==> src/rtl/output_trace_capture_if.sv <==
// Event drain handshake: the capture block is the master presenting the FIFO head,
// the debug readout is the slave returning ready.
interface output_trace_capture_if #(
    parameter int DATA_W = 8,
    parameter int TS_W   = 16
);
    logic              ev_valid;
    logic              ev_ready;
    logic [DATA_W-1:0] ev_data;
    logic [TS_W-1:0]   ev_ts;

    modport master (output ev_valid, output ev_data, output ev_ts, input ev_ready);
    modport slave  (input ev_valid, input ev_data, input ev_ts, output ev_ready);
endinterface

==> src/rtl/output_trace_capture.sv <==
// Output-bus trace monitor: records timestamped value changes into a FWFT FIFO
// and folds every armed sample into a CRC-8 (poly 0x07) signature.
module output_trace_capture #(
    parameter int DATA_W = 8,
    parameter int TS_W   = 16,
    parameter int DEPTH  = 8
) (
    input  logic                     i_clk,
    input  logic                     i_rst,
    input  logic                     i_arm,
    input  logic [DATA_W-1:0]        i_mon_in,
    output_trace_capture_if.master   ev_if,
    output logic [$clog2(DEPTH):0]   o_ev_count,
    output logic                     o_overflow,
    output logic [7:0]               o_signature,
    output logic                     o_busy
);
    localparam int AW = $clog2(DEPTH);

    typedef enum logic [1:0] {IDLE, PRIME, CAPTURE} state_t;

    state_t            r_state;
    logic [DATA_W-1:0] r_mem_data [DEPTH];
    logic [TS_W-1:0]   r_mem_ts   [DEPTH];
    logic [AW-1:0]     r_rd_ptr, r_wr_ptr;
    logic [AW:0]       r_count;
    logic [TS_W-1:0]   r_ts;
    logic [DATA_W-1:0] r_last;
    logic              r_overflow;
    logic [7:0]        r_sig;

    logic       w_empty, w_full, w_pop, w_push_req, w_push, w_drop;
    logic [7:0] w_crc_next;

    function automatic logic [7:0] f_crc8(input logic [7:0] crc, input logic [DATA_W-1:0] d);
        logic [7:0] c;
        logic       fb;
        c = crc;
        for (int i = DATA_W - 1; i >= 0; i--) begin
            fb = c[7] ^ d[i];
            c  = {c[6:0], 1'b0} ^ (fb ? 8'h07 : 8'h00);
        end
        return c;
    endfunction

    assign w_empty    = (r_count == '0);
    assign w_full     = (r_count == (AW+1)'(DEPTH));
    // PRIME flushes the FIFO, so a pop requested on that edge is moot
    assign w_pop      = !w_empty && ev_if.ev_ready && (r_state != PRIME);
    assign w_push_req = (r_state == CAPTURE) && i_arm && (i_mon_in != r_last);
    assign w_push     = w_push_req && (!w_full || w_pop);
    assign w_drop     = w_push_req && w_full && !w_pop;
    assign w_crc_next = f_crc8((r_state == PRIME) ? 8'h00 : r_sig, i_mon_in);

    always_ff @(posedge i_clk) begin
        if (r_state == PRIME) begin
            r_mem_data[0] <= i_mon_in;
            r_mem_ts[0]   <= '0;
        end else if (w_push) begin
            r_mem_data[r_wr_ptr] <= i_mon_in;
            r_mem_ts[r_wr_ptr]   <= r_ts;
        end
    end

    always_ff @(posedge i_clk) begin
        if (i_rst) begin
            r_state    <= IDLE;
            r_rd_ptr   <= '0;
            r_wr_ptr   <= '0;
            r_count    <= '0;
            r_ts       <= '0;
            r_last     <= '0;
            r_overflow <= 1'b0;
            r_sig      <= 8'h00;
        end else begin
            case (r_state)
                IDLE: if (i_arm) r_state <= PRIME;
                PRIME: begin
                    r_ts       <= TS_W'(1);
                    r_last     <= i_mon_in;
                    r_overflow <= 1'b0;
                    r_sig      <= w_crc_next;
                    r_state    <= i_arm ? CAPTURE : IDLE;
                end
                CAPTURE: begin
                    if (!i_arm) begin
                        r_state <= IDLE;
                    end else begin
                        r_sig <= w_crc_next;
                        if (r_ts != '1) r_ts <= r_ts + TS_W'(1);
                        if (i_mon_in != r_last) r_last <= i_mon_in;
                        if (w_drop) r_overflow <= 1'b1;
                    end
                end
                default: r_state <= IDLE;
            endcase

            if (r_state == PRIME) begin
                r_rd_ptr <= '0;
                r_wr_ptr <= AW'(1);
                r_count  <= (AW+1)'(1);
            end else begin
                if (w_push) r_wr_ptr <= r_wr_ptr + AW'(1);
                if (w_pop)  r_rd_ptr <= r_rd_ptr + AW'(1);
                r_count <= r_count + (AW+1)'(w_push) - (AW+1)'(w_pop);
            end
        end
    end

    assign ev_if.ev_valid = !w_empty;
    assign ev_if.ev_data  = w_empty ? '0 : r_mem_data[r_rd_ptr];
    assign ev_if.ev_ts    = w_empty ? '0 : r_mem_ts[r_rd_ptr];
    assign o_ev_count     = r_count;
    assign o_overflow     = r_overflow;
    assign o_signature    = r_sig;
    assign o_busy         = (r_state != IDLE);
endmodule

==> src/flat_wrapper.sv <==
// flat-port wrapper written by rule: the top's interface ports become plain ports
module output_trace_capture_flat 
#(
    parameter int DATA_W = 8,
    parameter int TS_W   = 16,
    parameter int DEPTH  = 8
)
  (i_clk, i_rst, i_arm, i_mon_in, o_ev_count, o_overflow, o_signature, o_busy, ev_if_ev_valid, ev_if_ev_data, ev_if_ev_ts, ev_if_ev_ready);
  output_trace_capture_if #(.DATA_W(DATA_W), .TS_W(TS_W)) ev_if_i ();
  input  logic i_clk;
  input  logic i_rst;
  input  logic i_arm;
  input  logic [DATA_W-1:0] i_mon_in;
  output logic [$clog2(DEPTH):0] o_ev_count;
  output logic o_overflow;
  output logic [7:0] o_signature;
  output logic o_busy;
  output wire logic [$bits(ev_if_i.ev_valid)-1:0] ev_if_ev_valid;
  output wire logic [$bits(ev_if_i.ev_data)-1:0] ev_if_ev_data;
  output wire logic [$bits(ev_if_i.ev_ts)-1:0] ev_if_ev_ts;
  input wire logic [$bits(ev_if_i.ev_ready)-1:0] ev_if_ev_ready;
  assign ev_if_ev_valid = ev_if_i.ev_valid;
  assign ev_if_ev_data = ev_if_i.ev_data;
  assign ev_if_ev_ts = ev_if_i.ev_ts;
  assign ev_if_i.ev_ready = ev_if_ev_ready;
  output_trace_capture #(.DATA_W(DATA_W), .TS_W(TS_W), .DEPTH(DEPTH)) u_core (.i_clk(i_clk), .i_rst(i_rst), .i_arm(i_arm), .i_mon_in(i_mon_in), .ev_if(ev_if_i), .o_ev_count(o_ev_count), .o_overflow(o_overflow), .o_signature(o_signature), .o_busy(o_busy));
endmodule
==> config.mk <==
export PLATFORM = sky130hd
export DESIGN_NAME = output_trace_capture_flat
export DESIGN_NICKNAME = d
export VERILOG_FILES = /design/src/rtl/output_trace_capture_if.sv /design/src/rtl/output_trace_capture.sv /design/src/flat_wrapper.sv
export SDC_FILE = /design/constraint.sdc
export NUM_CORES = 1
export LEC_CHECK = 0
export ABC_AREA = 1
export CAP_MARGIN = 10
export CORE_ASPECT_RATIO = 0.5
export CORE_MARGIN = 4
export CORE_UTILIZATION = 60
export DETAILED_ROUTE_END_ITERATION = 8
export GPL_TIMING_DRIVEN = 0
export PLACE_DENSITY = 0.89
export SETUP_SLACK_MARGIN = 0.05
export SKIP_LAST_GASP = 1
export SLEW_MARGIN = 20
export SYNTH_ARGS = -nofsm -noshare
export SYNTH_HDL_FRONTEND = slang
export SYNTH_SLANG_ARGS = --single-unit
==> constraint.sdc <==
create_clock -name i_clk -period 4.1 [get_ports i_clk]
set_clock_uncertainty 0.05 [all_clocks]
set_input_delay 1.23 -clock i_clk [delete_from_list [all_inputs] [get_ports i_clk]]
set_output_delay 1.23 -clock i_clk [all_outputs]
set_load 0.05 [all_outputs]
After elaboration in Yosys (flattened, before gate mapping)
Memories as Yosys holds them, arrays and structs flattened. A register that Yosys moved wholly into a read port is not among the register bits. Cells that the tools add are included.

Output and inout port bits: 39. Bits in registers: 45. Word-level logic and storage cells: 113. Bits in writable memories: 192. Input port bits: 12. Memories: 2.

Memory list: u_core.r_mem_ts (depth 8, bits a word 16, read ports 1, clocked after Yosys merged registers in 1, wr ports 1, RTL line output_trace_capture.sv:24) `logic [TS_W-1:0] r_mem_ts [DEPTH];`; u_core.r_mem_data (depth 8, bits a word 8, read ports 1, clocked after Yosys merged registers in 1, wr ports 1, RTL line output_trace_capture.sv:23) `logic [DATA_W-1:0] r_mem_data [DEPTH];`.

Bitwise logic cells: 16. $add $sub $neg: 5. Equal/unequal tests: 12. Reduce and logical (&&, ||, !) cells: 24. Mux-type cells: 44.

Operators by type and width (count): two-way mux 16 bit (4); XOR 8 bit (8); two-way mux 8 bit (6); two-way mux 3 bit (14); one-hot mux 16 bit (2 select lines) (1); one-hot mux 8 bit (2 select lines) (2); adder 16 x 1 -> 16 bit (second input constant) (1); inequality test 16 bit (second input constant) (1); OR reduction 16 bit (1); two-way mux 1 bit (12); inequality test 2 bit (second input constant) (5); AND reduction 3 bit (3); inequality test 8 bit (1); OR reduction 8 bit (1); XOR 1 bit (8); logical AND 1 bit (7); adder 3 x 1 -> 3 bit (second input constant) (2); two-way mux 2 bit (3); one-hot mux 2 bit (3 select lines) (1); nonzero test 2 bit (3); adder 4 x 1 -> 4 bit (1); equality test 4 bit (second input constant) (1); zero test 4 bit (1); inequality test 2 x 1 -> 1 bit (second input constant) (2); 9 further kinds (12).

Logic depth before layout (Yosys ltp)
Depth after elaboration: 28. Gate-level depth with buffers: 14. Gate-level depth less buffers: 14.

Worst setup path after synthesis
No wires, ideal clock.

Kind: reg-to-output. From: reg u_core.r_count[2] (netlist: u_core.o_ev_count[2]). To: out ev_if_ev_data[0]. Buffers on the path: 1. Arrival time: 2.724 ns. Setup slack: 0.096 ns. Stages on the path, launching flop included: 7. Required time: 2.820 ns. Cell sequence: dfxtp_1 inv_1 ha_1 nand3_2 clkbuf_1 o21ai_0 a31oi_1.

Longest elaborated chain between the ends: 2.

RTL lines: start, declared (RTL line output_trace_capture.sv:26) `logic [AW:0] r_count;`; start signal, assigned (RTL line output_trace_capture.sv:101) `r_count <= (AW+1)'(1);`; start signal, assigned (RTL line output_trace_capture.sv:105) `r_count <= r_count + (AW+1)'(w_push) - (AW+1)'(w_pop);`; zero test 4 bit (RTL line output_trace_capture.sv:46) `assign w_empty = (r_count == '0);`; two-way mux 8 bit (RTL line output_trace_capture.sv:111) `assign ev_if.ev_data = w_empty ? '0 : r_mem_data[r_rd_ptr];`; end, declared (RTL line flat_wrapper.sv:19) `output wire logic [$bits(ev_if_i.ev_data)-1:0] ev_if_ev_data;`.

Every way passes these cells.

==> results.json <==
{
  "rsz0062_at_grt": "yes",
  "clk_latency_ns": 0.50,
  "end_kind": "output pin",
  "finalMaxSlewViolations": 0,
  "syn_area_per_cell_sq_um": 10.5,
  "critical-path-max-stage-delay_ns": 0.43,
  "dp_hpwl_mm": 17.7,
  "grt_pass1_wl_mm": 43.6,
  "critPathCapture": "ev_if_ev_data[7]",
  "setup_ws_ns": 0.0244,
  "grt_usage_pct": 29.1,
  "vias_per_cell": 6.33,
  "reg2reg_depth": 12,
  "vias": 8195,
  "die_h_um": 100,
  "max_slew_margin_pct": 45.0,
  "cts-root-buf": "clkbuf_16",
  "power_w": 0.00679,
  "wirelength_mm": 28.0,
  "core_area_sq_um": 16600,
  "clk_pin_slew_worst_paths_ns": 0.07,
  "grt_max_degree": 25,
  "fin_crit_sh_pct": 99.4,
  "max_freq_mhz": 245,
  "leakage_nw": 4.20,
  "max_slew.worst_pin.slew_ns": 0.822,
  "cts_made_buffers": 21,
  "netlist_area_sq_um": 10200,
  "area_growth_pct": 16.6,
  "io_pins": 51,
  "peakVddDrop_mv": 0.276,
  "firstDrtPassIters": 6,
  "status": "finished, final reports clean",
  "cts_tree": "yes",
  "antenna_left": 0,
  "rows": 33,
  "synth-seq-cells": 240,
  "clk_path_buf_depth": 3,
  "max-cap-violations": 0,
  "drive_gt1_share_pct": 10.5,
  "num_antenna_cells": 0,
  "grt_pass1_vias": 8167,
  "cp_max_fo": 10,
  "yosys_warnings": 0,
  "syn_nets": 996,
  "htreeDepth": 1,
  "globalplace.congestion": 0.905,
  "ys_seq_area_share_pct": 65.7,
  "r2r-end": "u_core.r_mem_ts[1][10]$_DFFE_PP_",
  "arrival_ns": 2.80,
  "power_density_nw_per_um2": 569,
  "crit_path_start_kind": "flip-flop",
  "start_util_pct": 61.8,
  "portBuffers": 50,
  "drt_iter0_drc": 1535,
  "setup_viol": 0,
  "ys_types": 39,
  "regToRegStartpoint": "u_core.o_ev_count[2]$_SDFF_PP0_",
  "synth_cells": 974,
  "grt_overflow_total": 0,
  "final_nets": 1076,
  "placed_area_sq_um": 11300,
  "r2r_slack_ns": 1.00,
  "post-place-ws_ns": -0.103,
  "worstSetupPathType": "flip-flop to output pin",
  "die_w_um": 193,
  "hold_path_class": "flip-flop to flip-flop",
  "post_cts_buffers": 0,
  "cts.sinks": 240,
  "wire_per_inst_um": 21.6,
  "die-area_sq_um": 19300,
  "final_area_sq_um": 11900,
  "drc_errors": 0,
  "period_minus_slack_ns": 4.08,
  "slowest_stage": "clkbuf_1",
  "crit_chain": "buf_2 -> inv_2 -> clkbuf_1 -> nor2_1 -> o22ai_1 -> o21ai_0 -> a31oi_1 -> clkdlybuf4s15_2",
  "setup-tns-final_ns": 0,
  "antenna_found_initial": 0,
  "hold_viol": 0,
  "cp.required_ns": 2.82
}
==> cells by family after synthesis <==
kind of cell               Yosys count  synth area share (%)
DFF                                240                  65.7
adders and majority gates           10                  1.30
AOI/OAI and AO/OA                  220                  11.5
and+or+nand+nor                    372                  15.2
buffers and inverters              112                  4.44
xor gates and xnor gates            20                  1.86
==> critical path, delay by kind of cell (launching register included) <==
family	cells	cell delay (ns)
AND/OR/NAND/NOR	1	0.12
buffers and inverters	4	1.14
flip-flops	1	0.32
AO/OA/AOI/OAI	3	0.71
==> cell type report <==
cell class / instances / area [sq um]
Inverter: 64 / 243
Tap cell: 227 / 284
Clock inverter: 14 / 123
Multi-Input combinational cell: 622 / 3110
Timing Repair Buffer: 57 / 696
Fill cell: 946 / 4620
Buffer: 48 / 220
Sequential cell: 240 / 6730
Clock buffer: 22 / 529
==> per-layer routing <==
metal	vias up	routed length (um)	global-route usage [%]	share of wire [%]
li1	3543	-	-	-
met1	3810	10300	39.1	37
met2	731	13000	47.5	47
met3	111	3640	5.91	13
met4	0	982	11.2	3.5
met5	-	0	0	0
==> where the power goes <==
part / internal [W] / switching (W) / total, W
sequential: 0.00266 / 0.0000397 / 0.00270
clock: 0.00107 / 0.000877 / 0.00194
combinational: 0.000595 / 0.00156 / 0.00215
total: 0.00432 / 0.00247 / 0.00679
==> Yosys cell counts <==
cell type | instances | area (sq um)
nor2_1 | 205 | 769
edfxtp_1 | 192 | 5770
o21ai_0 | 135 | 676
nand2_1 | 101 | 379
inv_1 | 61 | 229
dfxtp_1 | 48 | 961
clkbuf_1 | 33 | 124
nand3_1 | 32 | 160
a21oi_1 | 28 | 140
a31oi_1 | 25 | 156
o22ai_1 | 25 | 156
xor2_1 | 17 | 149
buf_2 | 13 | 65.1
ha_1 | 9 | 113
nor3_1 | 7 | 35.0
nand4_1 | 5 | 31.3
nand2_2 | 4 | 25.0
or2_2 | 4 | 25.0
nor2_2 | 3 | 18.8
buf_6 | 2 | 22.5
inv_2 | 2 | 7.51
nand3_2 | 2 | 20.0
nor3b_1 | 2 | 15.0
o21ai_1 | 2 | 10.0
o21bai_1 | 2 | 15.0
xor2_2 | 2 | 32.5
a211oi_1 | 1 | 7.51
fa_1 | 1 | 20.0
inv_4 | 1 | 6.26
nand2_4 | 1 | 11.3
nand3b_1 | 1 | 7.51
nor2_4 | 1 | 11.3
nor3_2 | 1 | 10.0
nor3_4 | 1 | 16.3
nor4_1 | 1 | 6.26
nor4_2 | 1 | 12.5
o211ai_1 | 1 | 7.51
o21a_1 | 1 | 7.51
xnor2_1 | 1 | 8.76
==> worst min-delay path by stage <==
stage                               startpoint                               to  cells after the start
3_3_place_gp   u_core.r_rd_ptr[2]$_SDFFE_PP0N_  u_core.r_rd_ptr[2]$_SDFFE_PP0N_                      2
4_1_cts        u_core.r_rd_ptr[2]$_SDFFE_PP0N_  u_core.r_rd_ptr[2]$_SDFFE_PP0N_                      2
2_1_floorplan  u_core.r_rd_ptr[2]$_SDFFE_PP0N_                        flip-flop                      2
3_5_place_dp   u_core.r_rd_ptr[2]$_SDFFE_PP0N_  u_core.r_rd_ptr[2]$_SDFFE_PP0N_                      2
5_1_grt        u_core.r_rd_ptr[2]$_SDFFE_PP0N_  u_core.r_rd_ptr[2]$_SDFFE_PP0N_                      2
6_report       u_core.r_rd_ptr[2]$_SDFFE_PP0N_  u_core.r_rd_ptr[2]$_SDFFE_PP0N_                      2
==> metrics by stage <==
stage | cells | hold slack, ns | utilization (%)
6_report | 1294 | 0.421 | 72.1
5_1_grt | 1294 | 0.442 | 72.1
4_1_cts | 1294 | 0.418 | 72.1
3_5_place_dp | 1258 | 0.406 | 68.0
3_3_place_gp | 1251 | 0.394 | 66.5
2_1_floorplan | 974 | 0.383 | -
==> layout by cell type, fill, tap and decap left out, drive strengths merged, types with 26 or more instances in the layout <==
cell           instances
inv                   65
edfxtp               192
o21ai                137
clkdlybuf4s50         26
dfxtp                 48
nand2                106
nand3                 34
a21oi                 28
clkbuf                58
nor2                 209
==> what timing repair did <==
| action | CTS | global route |
|---|---|---|
| hold buffers | 0 | 0 |
| endpoints found under the setup margin | 24 | 24 |
| pin swaps | 0 | 0 |
| resized for setup | 92 | 18 |
==> flip-flops by register name, indices dropped and copies added (netlist names), named ones only <==
signal,count
u_core.r_mem_ts,128
u_core.r_rd_ptr,3
u_core.o_overflow,1
u_core.r_wr_ptr,3
u_core.o_signature,8
u_core.r_mem_data,64
u_core.o_ev_count,4
u_core.r_last,8
u_core.r_ts,16
u_core.r_state,2
Power figures use the tool's default switching activity.
